[config.mk]
export PLATFORM = sky130hd
export DESIGN_NAME = evt_fifo_push_scheduler
export DESIGN_NICKNAME = d
export VERILOG_FILES = /design/src/rtl/evt_fifo_push_scheduler.sv
export SDC_FILE = /design/constraint.sdc
export NUM_CORES = 1
export LEC_CHECK = 0
export ABC_AREA = 1
export CAP_MARGIN = 30
export CORE_ASPECT_RATIO = 1.2
export CORE_MARGIN = 4
export CORE_UTILIZATION = 41
export CTS_BUF_LIST = sky130_fd_sc_hd__clkbuf_8 sky130_fd_sc_hd__clkbuf_16
export DETAILED_ROUTE_END_ITERATION = 7
export GPL_TIMING_DRIVEN = 0
export PLACE_DENSITY = 0.95
export SLEW_MARGIN = 15
export SYNTH_ARGS = -nofsm -noshare
export SYNTH_HDL_FRONTEND = slang
export SYNTH_SLANG_ARGS = --single-unit
[constraint.sdc]
create_clock -name clk_i -period 5.8 [get_ports clk_i]
set_input_delay 0.87 -clock clk_i [delete_from_list [all_inputs] [get_ports clk_i]]
set_output_delay 0.87 -clock clk_i [all_outputs]
set_load 0.05 [all_outputs]
[src/rtl/evt_fifo_push_scheduler.sv]
// Round-robin push scheduler: NUM_REQ producers share one event FIFO push port,
// with idle-driven SRAM sleep and a fixed wake-up delay before the next grant.
//
// state  | meaning
// ACTIVE | grants allowed; consecutive idle cycles are counted toward sleep
// SLEEP  | power_sleep_o high; waits for a request or a non-empty FIFO
// WAKE   | SRAM recovering for WAKE_CYCLES cycles; no grants
module evt_fifo_push_scheduler #(
  parameter int NUM_REQ     = 4,
  parameter int DATA_WIDTH  = 32,
  parameter int IDLE_CYCLES = 16,
  parameter int WAKE_CYCLES = 2
) (
  input  logic                                 clk_i,
  input  logic                                 rst_ni,
  input  logic                                 flush_i,
  input  logic [NUM_REQ-1:0]                   req_valid_i,
  input  logic [NUM_REQ-1:0][DATA_WIDTH-1:0]   req_data_i,
  output logic [NUM_REQ-1:0]                   req_ready_o,
  input  logic                                 fifo_full_i,
  input  logic                                 fifo_empty_i,
  output logic                                 fifo_push_o,
  output logic [DATA_WIDTH-1:0]                fifo_data_o,
  output logic                                 power_sleep_o,
  output logic [$clog2(NUM_REQ)-1:0]           grant_idx_o
);

  localparam int IW      = $clog2(NUM_REQ);
  localparam int SW      = IW + 1;
  localparam int CNT_MAX = (IDLE_CYCLES > WAKE_CYCLES) ? IDLE_CYCLES : WAKE_CYCLES;
  localparam int CW      = $clog2(CNT_MAX + 1);

  localparam logic [CW-1:0] IDLE_LAST = CW'(IDLE_CYCLES - 1);
  localparam logic [CW-1:0] WAKE_LAST = CW'(WAKE_CYCLES - 1);
  localparam logic [IW-1:0] PTR_LAST  = IW'(NUM_REQ - 1);
  localparam logic [SW-1:0] NUM_REQ_W = SW'(NUM_REQ);

  typedef enum logic [1:0] {ACTIVE, SLEEP, WAKE} state_e;

  state_e          state_q;
  logic [IW-1:0]   ptr_q, ptr_d;
  logic [CW-1:0]   idle_cnt_q;
  logic [CW-1:0]   wake_cnt_q;
  logic            power_sleep_q;

  logic            grant_found;
  logic [IW-1:0]   grant_sel;
  logic [SW-1:0]   scan_sum;
  logic [IW-1:0]   scan_idx;
  logic            grant_en;
  logic            idle_now;
  logic            wake_now;

  // Scan from the priority pointer upward, wrapping modulo NUM_REQ (not 2**IW).
  always_comb begin
    grant_found = 1'b0;
    grant_sel   = '0;
    scan_sum    = '0;
    scan_idx    = '0;
    for (int i = 0; i < NUM_REQ; i++) begin
      scan_sum = {1'b0, ptr_q} + SW'(i);
      if (scan_sum >= NUM_REQ_W) begin
        scan_sum = scan_sum - NUM_REQ_W;
      end
      scan_idx = scan_sum[IW-1:0];
      if (!grant_found && req_valid_i[scan_idx]) begin
        grant_found = 1'b1;
        grant_sel   = scan_idx;
      end
    end
  end

  // rst_ni gates the combinational grant so nothing is pushed while held in reset.
  assign grant_en = rst_ni && (state_q == ACTIVE) && !fifo_full_i && grant_found;

  always_comb begin
    ptr_d = ptr_q;
    if (grant_en) begin
      ptr_d = (grant_sel == PTR_LAST) ? '0 : grant_sel + IW'(1);
    end
  end

  assign idle_now = ~|req_valid_i & fifo_empty_i;
  assign wake_now = |req_valid_i | ~fifo_empty_i;

  assign req_ready_o   = grant_en ? (NUM_REQ'(1) << grant_sel) : '0;
  assign fifo_push_o   = grant_en;
  assign fifo_data_o   = grant_en ? req_data_i[grant_sel] : '0;
  assign grant_idx_o   = grant_en ? grant_sel : '0;
  assign power_sleep_o = power_sleep_q;

  always_ff @(posedge clk_i or negedge rst_ni) begin
    if (!rst_ni) begin
      state_q       <= ACTIVE;
      ptr_q         <= '0;
      idle_cnt_q    <= '0;
      wake_cnt_q    <= '0;
      power_sleep_q <= 1'b0;
    end else if (flush_i) begin
      // Flush restarts the counters but never moves the FSM.
      ptr_q      <= '0;
      idle_cnt_q <= '0;
      wake_cnt_q <= '0;
    end else begin
      ptr_q <= ptr_d;
      case (state_q)
        ACTIVE: begin
          if (!idle_now) begin
            idle_cnt_q <= '0;
          end else if (idle_cnt_q == IDLE_LAST) begin
            idle_cnt_q    <= '0;
            state_q       <= SLEEP;
            power_sleep_q <= 1'b1;
          end else begin
            idle_cnt_q <= idle_cnt_q + CW'(1);
          end
        end
        SLEEP: begin
          if (wake_now) begin
            wake_cnt_q    <= '0;
            state_q       <= WAKE;
            power_sleep_q <= 1'b0;
          end
        end
        WAKE: begin
          if (wake_cnt_q == WAKE_LAST) begin
            wake_cnt_q <= '0;
            state_q    <= ACTIVE;
          end else begin
            wake_cnt_q <= wake_cnt_q + CW'(1);
          end
        end
        default: begin
          state_q       <= ACTIVE;
          power_sleep_q <= 1'b0;
        end
      endcase
    end
  end

endmodule

# Word level (Yosys, flattened, before mapping)
# Cells that the tools add are included.
[op_classes] add_sub_neg=10 n_mul=0 div=0 magnitude_cmp=9 n_eq_ne=10 shift=1 n_mux=45 bitwise=5 reduce_logical=19
[ops] operator="32-bit binary-select mux with 2-bit select" count=1
[ops] operator="32-bit two-way mux" count=2
[ops] operator="5-bit two-way mux" count=7
[ops] operator="2-bit two-way mux" count=16
[ops] operator="2-bit by 3-bit < comparator with 1-bit output, second input constant" count=5
[ops] operator="1-bit two-way mux" count=11
[ops] operator="5-bit by 1-bit adder with 5-bit output, second input constant" count=2
[ops] operator="5-bit one-hot mux with 2 select lines" count=1
[ops] operator="5-bit AND reduction" count=2
[ops] operator="3-bit greater-or-equal comparator, second input constant" count=3
[ops] operator="1-bit binary-select mux with 2-bit select" count=4
[ops] operator="2-bit by 1-bit subtractor with 2-bit output, second input constant" count=4
[ops] operator="2-bit by 2-bit adder with 3-bit output, second input constant" count=2
[ops] operator="1-bit logical AND" count=6
[ops] operator="2-bit != test, second input constant" count=3
[ops] operator="2-bit one-hot mux with 3 select lines" count=1
[ops] operator="5-bit by 1-bit equality test with 1-bit output, second input constant" count=1
[ops] operator="5-bit by 4-bit equality test with 1-bit output, second input constant" count=1
[ops] operator="1-bit zero test" count=5
[ops] operator="2-bit equality test, second input constant" count=2
[ops] operator="4-bit two-way mux" count=1
[ops] operator="2-bit nonzero test" count=2
[ops] operator="4-bit OR reduction" count=1
[ops] operator="1-bit by 2-bit << shifter with 4-bit output, first input constant" count=1
[ops] operator="other kinds (13)" count=15
[totals] register_bits=15 latch_bits=0 ram_bits=0 mem_bits_ro=0 inputBits=137 out_inout_bits=40 wordCells=104 mem_count=0

# Depth between registers and ports, before layout
[depth] word_depth=18 ltp_mapped=15 depth_no_buf=13

# Least setup slack after synthesis
# OpenSTA, ideal clock, no wires.
[synth_path] path_type="input-to-output" from="in req_valid_i[2]" to="out fifo_data_o[16]" arrival_ns=3.234 t_required_ns=4.930 path_slack_ns=1.696 path_stages=8 n_path_buf=2 cell_sequence="inv_1 nand4_1 inv_1 nor2_1 inv_1 clkbuf_1 clkbuf_1 a21oi_1"
[synth_via] elab_cells_between_ends=26 classes_between="19 x mux; 7 x reduce/logical"
[synth_rtl] element="start, declared" line_no="17" rtl="input logic [NUM_REQ-1:0] req_valid_i,"
[synth_rtl] element="1-bit binary-select mux with 2-bit select" line_no="66" rtl="if (!grant_found && req_valid_i[scan_idx]) begin"
[synth_rtl] element="1-bit two-way mux (implied by the code)" line_no="66"
[synth_rtl] element="1-bit two-way mux" line_no="66"
[synth_rtl] element="1-bit zero test" line_no="66"
[synth_rtl] element="1-bit logical AND" line_no="66"
[synth_rtl] element="1-bit two-way mux" line_no="66"
[synth_rtl] element="1-bit zero test" line_no="66"
[synth_rtl] element="1-bit logical AND" line_no="66"
[synth_rtl] element="1-bit two-way mux" line_no="66"
[synth_rtl] element="1-bit zero test" line_no="66"
[synth_rtl] element="1-bit logical AND" line_no="66"
[synth_rtl] element="1-bit two-way mux (*)" line_no="66"
[synth_rtl] element="1-bit logical AND (*)" line_no="74" rtl="assign grant_en = rst_ni && (state_q == ACTIVE) && !fifo_full_i && grant_found;"
[synth_rtl] element="net fifo_push_o" line_no="22" rtl="output logic fifo_push_o,"
[synth_rtl] element="32-bit two-way mux (*)" line_no="88" rtl="assign fifo_data_o = grant_en ? req_data_i[grant_sel] : '0;"
[synth_rtl] element="end, declared" line_no="23" rtl="output logic [DATA_WIDTH-1:0] fifo_data_o,"
# The timed path passes the listed nets; every way through them passes the cells marked *. The select of a mux whose other input is x is not followed.

# Final worst setup path
[layout_path] from="in rst_ni" to="out fifo_data_o[24]"
[layout_via] elab_chain_cells=4
[layout_lines] element="start, declared" line_no="15" rtl="input logic rst_ni,"
[layout_lines] element="1-bit logical AND (3 in series)" line_no="74"
[layout_lines] element="32-bit two-way mux" line_no="88"
# No other way between the ends.

==> impl_summary.txt <==
----------------------------------------------------
[Outcome]
  Status ... complete, no violations

[Yosys]
  Post-synth EDFFs ... 0
  Leading post-synthesis cells by instance count ... nand2_1, inv_1, nand4_1
  Cell type with the highest aggregate area in the netlist ... nand2_1
  Most frequent cell after synthesis ... nand2_1
  Mean area per synthesized cell ... 5.35 sq um
  Seq cells post-synth ... 15
  Post-synthesis net count ... 669
  Cell types occupying the most area after synthesis ... nand2_1, nand4_1, dfrtp_1, inv_1, a21oi_1
  Distinct cell type count after synthesis ... 28
  Sequential share of the synthesized area ... 0.134
  Mapped Cells ... 525
  Main flop type after synthesis ... dfrtp_1
  Synth async-reset ratio ... 1.00
  Share of Yosys cell area claimed by the top area cell type ... 0.234
  Combined area of all synthesized cells ... 2810 sq um
  Number of warnings printed during yosys synthesis ... 0

[CTS]
  Cells resized by post-CTS repair ... 0
  Count of hold-fix buffers inserted at cts ... 0
  Deepest level of the CTS H-tree ... 1
  Clock Pin Slew Worst Setup and Hold Paths ... 0.06 ns
  Post-CTS Setup Bufs ... 0
  Clock buffer count from CTS ... 3
  Clock insertion delay at the later pin of the skew report ... 0.25 ns
  TritonCTS clock tree ... done
  Number of sinks handled by clock tree synthesis ... 15
  Root Driver ... clkbuf_8
  Worst-case clock buffer depth ... 2

[GRT]
  Total overflow reported by the global router ... 0
  All-layer global routing usage ... 0.270
  Global-route wire length before repair ... 18,900 um
  Number of global-route vias before repair ... 4,064
  Largest net degree at the start of global routing ... 17
  Initial antenna violation count ... 0

[Pwr]
  Clk pwr share ... 0.060
  Combinational group share of total power ... 0.845
  Final Power ... 1.41 mW
  Cell leakage power ... 2.39 nW
  Power share of the sequential group ... 0.095
  Power density normalized to cell area ... 299 nW/um^2
  Internal power consumption ... 0.610 mW
  Sw power ... 0.800 mW
  Maximum VDD drop ... 0.226 mV
  Sw Share ... 0.567

[Die]
  Vertical extent of the die ... 98.7 um
  Die W ... 83.6 um
  Core area ... 6530 sq um
  Initial Util ... 0.431
  Number of core rows ... 32
  DIE AREA ... 8250 sq um
  Top-level I/O count ... 177

[Place]
  Number of input and output port buffers inserted ... 176
  Worst slack, placed ... 0.912 ns
  Number of cells in the design after placement ... 786
  Detailed Place HPWL ... 9420 um
  Weighted congestion reported at the end of routability-driven placement ... 0.971
  Instance area after placement ... 4680 sq um

[Routing]
  Wire length per cell ... 14.8 um
  DRC violations left ... 0
  Highest Signal Layer ... met4
  Total routed wirelength ... 11,700 um
  Routed metal-1 wirelength ... 4570 um
  Vias ... 4,226
  Iter 0 DRT Violations ... 206
  Vias per Instance ... 5.35
  Met2 wirelength from detailed routing ... 5600 um
  Routed wl met3 ... 1030 um
  Final ANT Viol Nets ... 0
  Router iterations before antenna repair ... 5

[STA]
  Slew of the pin with the lowest slew margin ... 0.724 ns
  Final critical-path required period ... 4.90 ns
  Final count of pins violating max slew ... 0
  Hold Violations, Final ... 0
  Final setup violating endpoints ... 0
  Final period utilization ... 0.844
  Achievable frequency ... 0.204 GHz
  Final worst slack ... 0.902 ns
  Sum Neg Setup Slack ... 0 ns
  Final hold slack ... 0.531 ns
  Relative slew margins ... 0.516
  Skew final ... 0.00607 ns
  Unrepaired setup endpoints after global routing ... false

[Min path]
  Worst Hold Path EP ... idle_cnt_q[4]
  Launch point of the worst hold path ... idle_cnt_q[4]
  Tightest Hold Check Type ... flip-flop to flip-flop
  Cells on Worst Hold Path ... 2

[Critical path]
  Endpoint of the most critical register-to-register path ... ptr_q[1]
  Reg-to-reg startpoint ... ptr_q[0]
  Crit Path Category ... input port to output pin
  Setup slack of the worst register-to-register path ... 3.45 ns
  Crit path launch type ... input port
  Nature of the critical path endpoint ... output pin
  Worst setup path startpoint ... rst_ni
  Crit path DAT ... 4.03 ns
  Number of cell instances on the worst register-to-register path ... 13
  Crit Path Max Fanout ... 16
  Data required time of the worst path ... 4.93 ns

[Cells and area]
  Share of layout cells above drive strength 1 ... 0.0582
  Fin area ... 4720 sq um
  Net count of the finished layout ... 850
  Area added between synthesis and finish ... 68.1%
  Antenna diode instance count ... 0
  Layout filler cell count ... 571
  Post-Route Utilization ... 0.724
  Fin cells ... 790

[Flow run]
  Number of max-cap violations ... 0

----------------------------------------------------
[power groups by stage]
stage	clock [mW]	combinational, mW	sequential [mW]
2_1_floorplan	0	0.807	0.144
3_3_place_gp	0	1.15	0.135
3_5_place_dp	0	1.18	0.136
4_1_cts	0.0852	1.18	0.134
5_1_grt	0.0929	1.31	0.137
6_report	0.0844	1.19	0.135
[layout by cell type (no fill, tap or decap), types with 2 or more instances in the layout]
cell type and count:
clkdlybuf4s50_1 176, nand2_1 175, inv_1 94, nand4_1 67
nand3_1 42, a21oi_1 42, dfrtp_1 15, nor2_1 14
buf_4 12, o21ai_0 11, clkbuf_1 11, buf_2 10
ha_1 7, buf_6 6, inv_2 3, clkbuf_8 3
nand3_2 2, o211ai_1 2, o22ai_1 2
[how the worst max path moves through the flow]
| stage | endpoint | cells after the start |
|---|---|---|
| finish | fifo_data_o[24] | 8 |
| global route | fifo_data_o[24] | 8 |
| CTS | fifo_data_o[24] | 8 |
| detailed placement | fifo_data_o[24] | 8 |
| global placement | fifo_data_o[24] | 8 |
| floorplan | fifo_data_o[16] | 8 |
[flip-flops by register name (all words and copies together), names as in the netlist]
signal	flops
power_sleep_o	1
state_q	2
ptr_q	2
idle_cnt_q	5
wake_cnt_q	5
[worst max-delay path, stage by stage]
cell and delay [ns]:
clkdlybuf4s50_1 0.94, nand2_1 0.13, nor2_1 0.28, inv_1 0.13, clkbuf_1 0.30, clkbuf_1 0.31
a21oi_1 0.22, clkdlybuf4s50_1 0.84
[kinds of logic (layout without fill, tap and decap cells)]
logic type / Yosys count / in the layout / synth area share
DFF: 15 / 15 / 0.134
buffers and inverters: 136 / 316 / 0.219
muxes: 1 / 1 / 0.00356
adders and majority gates: 7 / 7 / 0.0312
and+or+nand+nor: 305 / 305 / 0.499
AOI/OAI and AO/OA: 61 / 61 / 0.114
[layout make-up]
cell class / count / area [sq um] / share of cell area
sequential: 15 / 375 / 0.0795
timing repair buffer: 176 / 1760 / 0.373
inverter: 97 / 365 / 0.0774
multi-input combinational: 374 / 1820 / 0.385
clock buffer: 3 / 41.3 / 0.00874
tap: 85 / 106 / 0.0225
clock inverter: 1 / 3.75 / 0.000795
buffer: 39 / 249 / 0.0527
[routing by layer]
layer / vias up / track usage
met1: 1908 / 0.321
met4: 0 / 0.119
met3: 38 / 0.0418
met2: 223 / 0.479
met5: - / 0
li1: 2057 / -
No activity file was read; power rests on OpenSTA's default activity.
